**config.mk**
```make
export PLATFORM = sky130hd
export DESIGN_NAME = apb_master_bridge
export DESIGN_NICKNAME = d
export VERILOG_FILES = /design/src/rtl/apb_pkg.sv /design/src/rtl/apb_addr_decoder.sv /design/src/rtl/apb_master_bridge.sv
export SDC_FILE = /design/constraint.sdc
export NUM_CORES = 1
export LEC_CHECK = 0
export BUFFER_PORTS_ARGS = -buffer_cell sky130_fd_sc_hd__buf_2
export CAP_MARGIN = 20
export CORE_AREA = 2 2 117 119
export DETAILED_ROUTE_END_ITERATION = 7
export DIE_AREA = 0 0 119 121
export GPL_TIMING_DRIVEN = 0
export PLACE_DENSITY = 0.73
export SKIP_LAST_GASP = 1
export SYNTH_ARGS = -nofsm -noshare
export SYNTH_HDL_FRONTEND = slang
export SYNTH_SLANG_ARGS = --single-unit
```
**constraint.sdc**
```tcl
create_clock -name PCLK -period 6.7 [get_ports PCLK]
set_input_delay 1.34 -clock PCLK [delete_from_list [all_inputs] [get_ports PCLK]]
set_output_delay 1.34 -clock PCLK [all_outputs]
set_load 0.05 [all_outputs]
```
**src/rtl/apb_pkg.sv**
```systemverilog
// ---------------------------------------------------------------------------
// apb_pkg
// Shared types and default constants for the APB master bridge.
//   apb_state_e    : bridge FSM states (IDLE, SETUP, ACCESS)
//   APB_N_SLAVES   : default number of PSEL lines
//   APB_BASE_ADDR  : default peripheral region base (upper 16 bits decoded)
//   APB_TIMEOUT    : default ACCESS-cycle budget before a stalled slave is abandoned
//   APB_SLOT_W     : width of the slot index taken from addr[15:12]
// ---------------------------------------------------------------------------
package apb_pkg;

    typedef enum logic [1:0] {
        IDLE   = 2'd0,
        SETUP  = 2'd1,
        ACCESS = 2'd2
    } apb_state_e;

    localparam int          APB_N_SLAVES  = 4;
    localparam logic [31:0] APB_BASE_ADDR = 32'h1000_0000;
    localparam int          APB_TIMEOUT   = 16;
    localparam int          APB_SLOT_W    = 4;

endpackage

```
**src/rtl/apb_addr_decoder.sv**
```systemverilog
// ---------------------------------------------------------------------------
// apb_addr_decoder
// Combinational peripheral-region decoder. The region is identified by the
// upper 16 address bits; each 4 KB page inside it (addr[15:12]) is one slot.
// Only the address bits that take part in the decode are brought in.
//   addr_hi : in  addr[31:12] of the request
//   hit     : out 1 when the address is inside the region and the slot exists
//   slot    : out slot index addr[15:12] (meaningful only when hit=1)
// ---------------------------------------------------------------------------
module apb_addr_decoder
    import apb_pkg::*;
#(
    parameter int          N_SLAVES  = APB_N_SLAVES,
    parameter logic [31:0] BASE_ADDR = APB_BASE_ADDR
) (
    input  logic [31:12]           addr_hi,
    output logic                   hit,
    output logic [APB_SLOT_W-1:0]  slot
);

    logic region_match;
    logic slot_valid;

    assign slot         = addr_hi[15:12];
    assign region_match = (addr_hi[31:16] == BASE_ADDR[31:16]);
    // One extra bit so that N_SLAVES = 16 still compares correctly.
    assign slot_valid   = ({1'b0, slot} < (APB_SLOT_W + 1)'(N_SLAVES));
    assign hit          = region_match && slot_valid;

endmodule

```
**src/rtl/apb_master_bridge.sv**
```systemverilog
// ---------------------------------------------------------------------------
// apb_master_bridge
// Single-initiator APB master. Accepts one CPU request in IDLE, runs the
// SETUP -> ACCESS sequence toward the decoded slave and returns a one-cycle
// ready pulse with read data, or ready+err for an unmapped address or a
// slave that never raises PREADY within TIMEOUT ACCESS cycles.
// All outputs come straight from registers.
//   PCLK, PRESET        : clock, asynchronous active-high reset
//   transfer            : in  request strobe (looked at only in IDLE)
//   write/addr/wdata    : in  request direction, byte address, write data
//   rdata/ready/err     : out response (rdata valid with ready, err qualifies)
//   PADDR/PWDATA/PWRITE : out APB address, write data, direction
//   PENABLE/PSEL        : out APB enable, one-hot slave select
//   PRDATA/PREADY       : in  packed per-slave read data and ready
// ---------------------------------------------------------------------------
module apb_master_bridge
    import apb_pkg::*;
#(
    parameter int          N_SLAVES  = APB_N_SLAVES,
    parameter logic [31:0] BASE_ADDR = APB_BASE_ADDR,
    parameter int          TIMEOUT   = APB_TIMEOUT
) (
    input  logic                     PCLK,
    input  logic                     PRESET,
    input  logic                     transfer,
    input  logic                     write,
    input  logic [31:0]              addr,
    input  logic [31:0]              wdata,
    output logic [31:0]              rdata,
    output logic                     ready,
    output logic                     err,
    output logic [31:0]              PADDR,
    output logic [31:0]              PWDATA,
    output logic                     PWRITE,
    output logic                     PENABLE,
    output logic [N_SLAVES-1:0]      PSEL,
    input  logic [32*N_SLAVES-1:0]   PRDATA,
    input  logic [N_SLAVES-1:0]      PREADY
);

    localparam int CNT_W = $clog2(TIMEOUT);
    localparam logic [CNT_W-1:0] CNT_LAST = CNT_W'(TIMEOUT - 1);

    apb_state_e              state_reg, state_next;
    logic [N_SLAVES-1:0]     psel_reg, psel_next;
    logic                    penable_reg, penable_next;
    logic                    pwrite_reg, pwrite_next;
    logic [31:0]             paddr_reg, paddr_next;
    logic [31:0]             pwdata_reg, pwdata_next;
    logic [31:0]             rdata_reg, rdata_next;
    logic                    ready_reg, ready_next;
    logic                    err_reg, err_next;
    logic [CNT_W-1:0]        cnt_reg, cnt_next;

    logic                    dec_hit;
    logic [APB_SLOT_W-1:0]   dec_slot;
    logic [N_SLAVES-1:0]     dec_onehot;
    logic                    sel_ready;
    logic [31:0]             sel_rdata;
    logic [31:0]             rd_masked [N_SLAVES];

    apb_addr_decoder #(
        .N_SLAVES  (N_SLAVES),
        .BASE_ADDR (BASE_ADDR)
    ) u_decoder (
        .addr_hi (addr[31:12]),
        .hit     (dec_hit),
        .slot    (dec_slot)
    );

    // The latched one-hot PSEL doubles as the stored slot index: it steers
    // the PREADY/PRDATA mux, so unselected slaves can never complete a transfer.
    generate
        for (genvar gi = 0; gi < N_SLAVES; gi++) begin : g_slave
            assign dec_onehot[gi] = (dec_slot == APB_SLOT_W'(gi));
            assign rd_masked[gi]  = PRDATA[32*gi +: 32] & {32{psel_reg[gi]}};
        end
    endgenerate

    assign sel_ready = |(psel_reg & PREADY);

    always_comb begin
        sel_rdata = '0;
        for (int i = 0; i < N_SLAVES; i++) begin
            sel_rdata = sel_rdata | rd_masked[i];
        end
    end

    always_comb begin
        state_next   = state_reg;
        psel_next    = psel_reg;
        penable_next = penable_reg;
        pwrite_next  = pwrite_reg;
        paddr_next   = paddr_reg;
        pwdata_next  = pwdata_reg;
        rdata_next   = rdata_reg;
        ready_next   = 1'b0;
        err_next     = 1'b0;
        cnt_next     = cnt_reg;

        unique case (state_reg)
            IDLE: begin
                if (transfer) begin
                    if (dec_hit) begin
                        paddr_next   = addr;
                        pwdata_next  = wdata;
                        pwrite_next  = write;
                        psel_next    = dec_onehot;
                        penable_next = 1'b0;
                        state_next   = SETUP;
                    end else begin
                        // Unmapped: answer immediately, bus stays untouched.
                        ready_next = 1'b1;
                        err_next   = 1'b1;
                        rdata_next = '0;
                    end
                end
            end

            SETUP: begin
                penable_next = 1'b1;
                cnt_next     = '0;
                state_next   = ACCESS;
            end

            ACCESS: begin
                if (sel_ready) begin
                    state_next   = IDLE;
                    psel_next    = '0;
                    penable_next = 1'b0;
                    ready_next   = 1'b1;
                    rdata_next   = pwrite_reg ? 32'd0 : sel_rdata;
                end else if (cnt_reg == CNT_LAST) begin
                    // Slave stalled for TIMEOUT ACCESS cycles: abandon it.
                    state_next   = IDLE;
                    psel_next    = '0;
                    penable_next = 1'b0;
                    ready_next   = 1'b1;
                    err_next     = 1'b1;
                    rdata_next   = '0;
                end else begin
                    cnt_next = cnt_reg + CNT_W'(1);
                end
            end

            default: begin
                state_next   = IDLE;
                psel_next    = '0;
                penable_next = 1'b0;
            end
        endcase
    end

    always_ff @(posedge PCLK or posedge PRESET) begin
        if (PRESET) begin
            state_reg   <= IDLE;
            psel_reg    <= '0;
            penable_reg <= 1'b0;
            pwrite_reg  <= 1'b0;
            paddr_reg   <= '0;
            pwdata_reg  <= '0;
            rdata_reg   <= '0;
            ready_reg   <= 1'b0;
            err_reg     <= 1'b0;
            cnt_reg     <= '0;
        end else begin
            state_reg   <= state_next;
            psel_reg    <= psel_next;
            penable_reg <= penable_next;
            pwrite_reg  <= pwrite_next;
            paddr_reg   <= paddr_next;
            pwdata_reg  <= pwdata_next;
            rdata_reg   <= rdata_next;
            ready_reg   <= ready_next;
            err_reg     <= err_next;
            cnt_reg     <= cnt_next;
        end
    end

    assign PSEL    = psel_reg;
    assign PENABLE = penable_reg;
    assign PWRITE  = pwrite_reg;
    assign PADDR   = paddr_reg;
    assign PWDATA  = pwdata_reg;
    assign rdata   = rdata_reg;
    assign ready   = ready_reg;
    assign err     = err_reg;

endmodule
```
Word level (Yosys, flattened, before mapping)
Index checks and enable logic that the tools add are counted.
Word-level totals
  bits of input ports: 200
  output and inout port bits: 104
  bits in registers: 110
Operators by class
  muxes and demuxes: 31
  bitwise gates (word level): 9
  add/sub/neg operators: 1
  reductions and logical operators: 11
  equal/unequal tests: 13
  $lt $le $gt $ge: 1
Operators with widths (count)
  32-bit two-way mux: 5
  32-bit bitwise AND: 4
  32-bit OR: 3
  32-bit one-hot mux with 2 select lines: 1
  4-bit two-way mux: 6
  16-bit by 13-bit == test with 1-bit output, second input constant: 1
  4-bit one-hot mux with 3 select lines: 1
  2-bit inequality test, second input constant: 5
  1-bit two-way mux: 9
  3-bit AND reduction: 3
  4-bit by 2-bit == test with 1-bit output, second input constant: 2
  2-bit two-way mux: 4
  4-bit one-hot mux with 2 select lines: 1
  4-bit AND reduction: 2
  2-bit one-hot mux with 3 select lines: 1
  4-bit by 1-bit adder with 4-bit output, second input constant: 1
  4-bit bitwise AND: 1
  4-bit by 1-bit == test with 1-bit output, second input constant: 1
  4-bit == test, second input constant: 1
  4-bit zero test: 1
  4-bit by 3-bit less-than comparator with 1-bit output, second input constant: 1
  1-bit one-hot mux with 2 select lines: 2
  2-bit nonzero test: 2
  4-bit OR reduction: 1
  other kinds (7): 7

Longest topological paths before layout
Gate-level depths: netlist (run 1).
  word-level depth: 7
  depth in mapped cells: 7
  mapped depth without buffers: 6

Cells and area by module
From an unflattened synthesis (run 1), not the netlist that was laid out.
Second synthesis, totals
  cell total of the unflattened synthesis: 370
  area total of the unflattened synthesis: 4986.0 sq um
Modules (own cells, without submodules)
  apb_master_bridge: seq. area each 2752.6 sq um, times used 1, cells each 359, area each 4913.5 sq um
  apb_addr_decoder: seq. area each 0.0 sq um, times used 1, cells each 11, area each 72.6 sq um

Worst setup path before layout (run 1)
No wires, ideal clock.
  path type: input -> register
  from: input addr[29]
  to: register paddr_reg[0], in the netlist PADDR[0]
  library setup time: 0.125 ns
  slack: 3.402 ns
  arrival time: 3.173 ns
  required time: 6.575 ns
  cell stages on the path: 6
  path through: or4b_1 or2_1 buf_6 nor3_4 buf_6 mux2_4
On the way
  longest elaborated chain between the ends: 3
Ends and longest elaborated chain
  start, declared: line apb_master_bridge.sv:27  | input logic [31:0] addr,
  16-bit by 13-bit == test with 1-bit output: line apb_addr_decoder.sv:25  | assign region_match = (addr_hi[31:16] == BASE_ADDR[31:16]);
  1-bit logical AND: line apb_addr_decoder.sv:28  | assign hit = region_match && slot_valid;
  3-bit AND reduction (no source line)
  end signal, assigned: line apb_master_bridge.sv:171  | paddr_reg <= paddr_next;
  end, declared: line apb_master_bridge.sv:48  | logic [31:0] paddr_reg, paddr_next;
Every way passes these cells.
A chain may end at the register's enable or synchronous reset.

Final worst setup path (run 1)
  from: input addr[16]
  to: register paddr_reg[0], in the netlist PADDR[0]
Same word-level chain as after synthesis.

==> impl_metrics.tcl, run 1 <==
set metrics [dict create \
    power_frac_seq_pct 44.8 \
    num-fill-cells 1132 \
    dieArea_um2 14400 \
    worst_slack_ns 3.42 \
    ys_warn_count 0 \
    synth_ff_type "dfrtp_1" \
    fp.dieH_um 121 \
    rsz0062_at_grt "false" \
    final_common_cell "buf_2" \
    slew_headroom_pct 28.3 \
    fin_area_um2 7180 \
    synth_area_leader_cell "dfrtp_1" \
    fmax_mhz 305 \
    postCtsSetupBuffers 0 \
    power_density_nw_per_um2 215 \
    async_flop_share_pct 100 \
    grt_use_total_pct 22.1 \
    area_growth_pct 40.9 \
    clkPwrFrac_pct 36.2 \
    ctsResizeCount 0 \
    num_antenna_cells 0 \
    cp.arrival_ns 3.51 \
    synth_top_area_share_pct 53.5 \
    seq_area_um2 2730 \
    finalPower_uw 1540 \
    rr_endpoint "rdata[16]$_DFFE_PP0P_" \
    ys_seq_area_share_pct 53.5 \
    cts-buffers-inserted 9 \
    drtAntennaViolNets 0 \
    clk_latency_ns 0.35 \
    wl_per_cell_um 18.1 \
    grt_max_degree 58 \
    critical_path_class "input pin to register" \
    multiInputGateArea_um2 2190 \
    wl_mm 16.3 \
    dr.pass1.iters 4 \
    clockBufferDepth 2 \
    synth_fp_nets 610 \
    gr-total-overflow 0 \
    r2r_setup_slack_ns 3.64 \
    hpwl_mm 12.9 \
    critPathLaunchType "input pin" \
    gp_congestion 0.850 \
    ys_ff_latch 109 \
    drtIter0Drc 202 \
    r2r_start "PSEL[2]$_DFFE_PP0P_" \
    drt-vias-per-instance 5.13 \
    setup_violations 0 \
    status "finished, final reports clean" \
    p_sw_uw 426 \
    nets 925 \
    io_pins 304 \
    via_count 4628 \
    netlist_area_um2 5090 \
    r2r.worst_path.cells 6 \
    htree_levels 3 \
    start_util_pct 38.9 \
    core_um2 13100 \
    root_buffer "clkbuf_16" \
    finalClockSkew_ns 0.00906 \
    syn_avg_cell_area_um2 12.5 \
    power.leakage_uw 0.00383 \
    final.setup.tns_ns 0 \
    cts.sinks 109 \
    syn_inst 406 \
    crit_end "PADDR[0]$_DFFE_PP0P_" \
    cts-hold-fix-buffers 0 \
    fin_crit_ns 3.28 \
    tightest_slew_ns 1.08 \
    layout-drive-gt1-share_pct 56.6 \
    clk_pin_slew_ns 0.07 \
    hold_path_class "register to register" \
    cts_tree "done" \
    synth_area_leaders "dfrtp_1 54%, mux2_2 15%, a22oi_1 9.4%" \
    cp-end-kind "register" \
    rows 42 \
    cap_violations 0 \
    port_buffers 303 \
    pwr-share-comb_pct 19.0 \
    internal_power_uw 1120 \
    pre_cts_slack_ns 3.00 \
    synth-edff-count 0 \
    grt_pass1_vias 4776 \
    yosysUniqueCellTypes 46 \
    die_w_um 119 \
    cp_max_fo 10 \
    min_period_over_period_pct 48.9 \
    post_dp_cell_area_um2 6860 \
    final_cell_mix "306 x buf_2, 109 x dfrtp_1, 67 x mux2_2, 64 x a22oi_1, 33 x a21oi_1" \
    critPathRequiredTime_ns 6.94 \
    drv_slew 0 \
    grt_pass1_wl_mm 24.7 \
    drc_errors 0 \
    hold_violations 0 \
    antenna_found_initial 0 \
    crit_start "addr[16]" \
    p_sw_share_pct 27.6 \
    ir_drop_mv 0.125 \
]
through the flow:
| step | hold slack [ns] | cells | util [%] |
|---|---|---|---|
| floorplan | 0.477 | 406 | - |
| global placement | 0.451 | 885 | 52.2 |
| detailed placement | 0.465 | 886 | 52.4 |
| CTS | 0.485 | 902 | 54.9 |
| global route | 0.502 | 902 | 54.9 |
| finish | 0.479 | 902 | 54.9 |
cells in the mapped netlist (5+ instances only):
cell type / instances
inv_1: 7
a21oi_1: 33
a22oi_1: 64
clkbuf_1: 21
nand3_1: 5
nor2_1: 5
mux2_4: 10
o311ai_0: 5
dfrtp_1: 109
and2_1: 17
mux2_2: 67
buf_6: 5
metal layers:
| layer | routed length [um] | track usage, % |
|---|---|---|
| met5 | 0 | 0 |
| met1 | 6450 | 26.2 |
| met4 | 372 | 9.00 |
| met2 | 8170 | 38.4 |
| met3 | 1280 | 5.69 |
logic make-up after synthesis:
logic type | Yosys count | share of synthesized area [%]
fa+ha+maj | 4 | 0.982
mux | 80 | 18.4
flops | 109 | 53.5
compound gates | 123 | 16.7
buf+inv | 37 | 3.56
simple gates | 53 | 6.78
worst min path at each step:
stage                                start                     end  slack, ns  depth (start not counted)
finish               PADDR[15]$_DFFE_PP0P_   PADDR[15]$_DFFE_PP0P_       0.48                          1
global route         PADDR[31]$_DFFE_PP0P_   PADDR[31]$_DFFE_PP0P_       0.50                          1
CTS                  PADDR[15]$_DFFE_PP0P_   PADDR[15]$_DFFE_PP0P_       0.48                          1
floorplan           cnt_reg[0]$_DFFE_PP0P_  cnt_reg[0]$_DFFE_PP0P_       0.48                          1
detailed placement   PADDR[28]$_DFFE_PP0P_   PADDR[28]$_DFFE_PP0P_       0.47                          1
global placement     PADDR[28]$_DFFE_PP0P_   PADDR[28]$_DFFE_PP0P_       0.45                          1
power by group through the flow:
| stage | logic [uW] | registers [uW] | clock network, uW |
|---|---|---|---|
| floorplan | 162 | 723 | 0 |
| global placement | 283 | 702 | 0 |
| detailed placement | 294 | 703 | 0 |
| CTS | 296 | 691 | 574 |
| global route | 324 | 694 | 598 |
| finish | 294 | 691 | 558 |
critical path, stage by stage:
cell and delay (ns):
buf_2 0.10, or4_1 0.54, or2_1 0.24, buf_6 0.14, nor3_4 0.56, buf_6 0.28
mux2_4 0.31
area by class of cell:
type	count	area share [%]
Buffer	30	2.16
Clock buffer	11	3.52
Clock inverter	5	0.906
Inverter	7	0.401
Multi-Input combinational cell	260	30.4
Sequential cell	109	38.0
Tap cell	176	3.07
Timing Repair Buffer	304	21.5
Power figures use the tool's default switching activity.
==> run 2: changes to the inputs <==
- CORE_AREA: 2 2 117 119 -> 2 2 118 120
- DIE_AREA: 0 0 119 121 -> 0 0 120 122
- PLACE_DENSITY: 0.73 -> 0.72
- clock period: 6.7 -> 3.05 ns (I/O delays scaled with it)
==> run 2 against run 1 <==
  * Flip-flop and latch count is the same
  * Clock-buffer cell count shrank 2
  * Non-clock buffer count grew 2
  * Register-to-register slack lost 3.2 ns
  * Total power grew 120%
  * Sequential power grew 120%
  * Routed wire length shrank 3.2%
  * Global-route usage shrank 1.2 points
  * Worst hold slack lost 0.30 ns
  * Final cell count grew 0.67%
  * Combinational power grew 120%
  * Final area grew 0.37%
==> impl_metrics.tcl, run 2 (synthesis gave the netlist of run 1 again) <==
set metrics [dict create \
    clk_pin_slew_ns 0.08 \
    grt_pass1_vias 4730 \
    io_pins 304 \
    pwr-share-comb_pct 19.7 \
    root_buffer "clkbuf_16" \
    cp_cell_sequence "clkbuf_1 > a22o_1 > nor4_4 > a221oi_2 > buf_2 > mux2_2" \
    dieArea_um2 14600 \
    area_growth_pct 41.4 \
    cts.sinks 109 \
    fin_area_um2 7210 \
    final_cell_mix "306 x buf_2, 109 x dfrtp_1, 67 x mux2_2, 64 x a22oi_1, 33 x a21oi_1" \
    cap_violations 0 \
    grt_pass1_wl_mm 23.8 \
    hpwl_mm 12.5 \
    cp.arrival_ns 2.84 \
    drtAntennaViolNets 0 \
    power_density_nw_per_um2 466 \
    num-fill-cells 1211 \
    start_util_pct 37.7 \
    critPathLaunchType "register" \
    drtIter0Drc 227 \
    hold_path_class "input pin to async pin" \
    critical_path_class "register to register" \
    use_met3_pct 5.06 \
    crit_path_max_incr_delay_ns 0.52 \
    post_dp_cell_area_um2 6900 \
    gp_congestion 0.806 \
    clockBufferDepth 2 \
    postCtsSetupBuffers 0 \
    slew_headroom_pct 57.5 \
    fp.dieH_um 122 \
    busiest_layer "met2" \
    grt_max_degree 39 \
    cts-buffers-inserted 9 \
    pre_cts_slack_ns 0.0427 \
    clkPwrFrac_pct 35.1 \
    critPathTopFamily "compound AO/OA/AOI/OAI gates" \
    worst_slack_ns 0.440 \
    final_common_cell "buf_2" \
    final.setup.tns_ns 0 \
    num_antenna_cells 0 \
    min_period_over_period_pct 85.6 \
    drt-vias-per-instance 5.16 \
    cp_slowest_cell "a221oi_2" \
    htree_levels 3 \
    hold_violations 0 \
    cp-end-kind "register" \
    tightest_slew_ns 0.629 \
    use_met1_pct 25.1 \
    wl_mm 15.8 \
    power_frac_seq_pct 45.3 \
    grt_use_total_pct 20.9 \
    core_um2 13500 \
    drv_slew 0 \
    fin_crit_ns 2.61 \
    via_count 4685 \
    p_sw_share_pct 28.2 \
    critPathRequiredTime_ns 3.28 \
    fmax_mhz 383 \
    drc_errors 0 \
    setup_violations 0 \
    finalClockSkew_ns 0.00826 \
    layout-drive-gt1-share_pct 56.9 \
    die_w_um 120 \
    whs_ns 0.181 \
    nets 927 \
    cts_tree "done" \
    rsz0062_at_grt "false" \
    status "finished, final reports clean" \
    internal_power_uw 2410 \
    power.leakage_uw 0.00384 \
    wl_per_cell_um 17.4 \
    clk_latency_ns 0.35 \
    grtUsageMet2_pct 36.9 \
    antenna_found_initial 0 \
    rows 43 \
    dr.pass1.iters 4 \
    ir_drop_mv 0.374 \
    p_sw_uw 945 \
    cp_max_fo 10 \
    port_buffers 303 \
    worst-path-buf-inv 2 \
    gr-total-overflow 0 \
]
## run 2: cell types whose count changed in the layout (fill, tap and decap cells not counted)
cell / delta
clkinv_2: +2
a221oi_1: -1
clkbuf_8: -2
inv_4: -1
buf_16: -1
clkinv_4: +2
buf_12: +3
a221oi_2: +1
inv_8: -1
## run 2: worst paths after layout
kind / startpoint / to / slack, ns / cells after the start
hold / removal: PRESET / PADDR[6]$_DFFE_PP0P_ / 0.18 / 2
setup reg to reg: PSEL[2]$_DFFE_PP0P_ / rdata[26]$_DFFE_PP0P_ / 0.44 / 6
hold reg to reg: PADDR[28]$_DFFE_PP0P_ / PADDR[28]$_DFFE_PP0P_ / 0.48 / 1
setup / recovery: PSEL[2]$_DFFE_PP0P_ / rdata[26]$_DFFE_PP0P_ / 0.44 / 6
min in group PCLK: wdata[13] / PWDATA[13]$_DFFE_PP0P_ / 0.48 / 2
max in group asynchronous: PRESET / PADDR[29]$_DFFE_PP0P_ / 2.15 / 4
## run 2: repair_timing
| item | CTS | global route |
|---|---|---|
| setup endpoints to repair | 0 | 30 |
| hold endpoints to repair | 0 | 0 |
| gates resized for setup | 0 | 1 |
| hold buffers | 0 | 0 |
## run 2: area by class of cell
cell class | count | area [um2] | share of cell area [%]
multi-input cells | 260 | 2190 | 30.4
repair buffers | 306 | 1580 | 21.9
inverters | 7 | 30.0 | 0.417
well taps | 180 | 225 | 3.13
flip-flops and latches | 109 | 2730 | 37.9
plain buffers | 30 | 155 | 2.15
clock buffers | 9 | 225 | 3.13
clock inverters | 7 | 73.8 | 1.02
## run 2: through the flow
step / power (uW) / instances / util [%]
6_report: 3360 / 908 / 53.4
5_1_grt: 3520 / 908 / 53.4
4_1_cts: 3380 / 908 / 53.3
3_5_place_dp: 2200 / 892 / 51.1
3_3_place_gp: 2160 / 889 / 50.7
2_1_floorplan: 1940 / 406 / -
## run 2: power groups by stage
stage | Clock (uW) | Sequential (uW) | Combinational (uW)
final | 1180 | 1520 | 660
after global routing | 1270 | 1520 | 725
after CTS | 1210 | 1520 | 657
after detailed placement | 0 | 1540 | 656
after global placement | 0 | 1540 | 622
after floorplan | 0 | 1590 | 355
## run 2: layer usage
layer | vias to the layer above | part of all wire, % | wire (um)
met5 | - | 0 | 0
met4 | 0 | 1.2 | 191
met3 | 15 | 8.7 | 1370
met2 | 219 | 51 | 8040
met1 | 2282 | 39 | 6160
li1 | 2169 | - | -
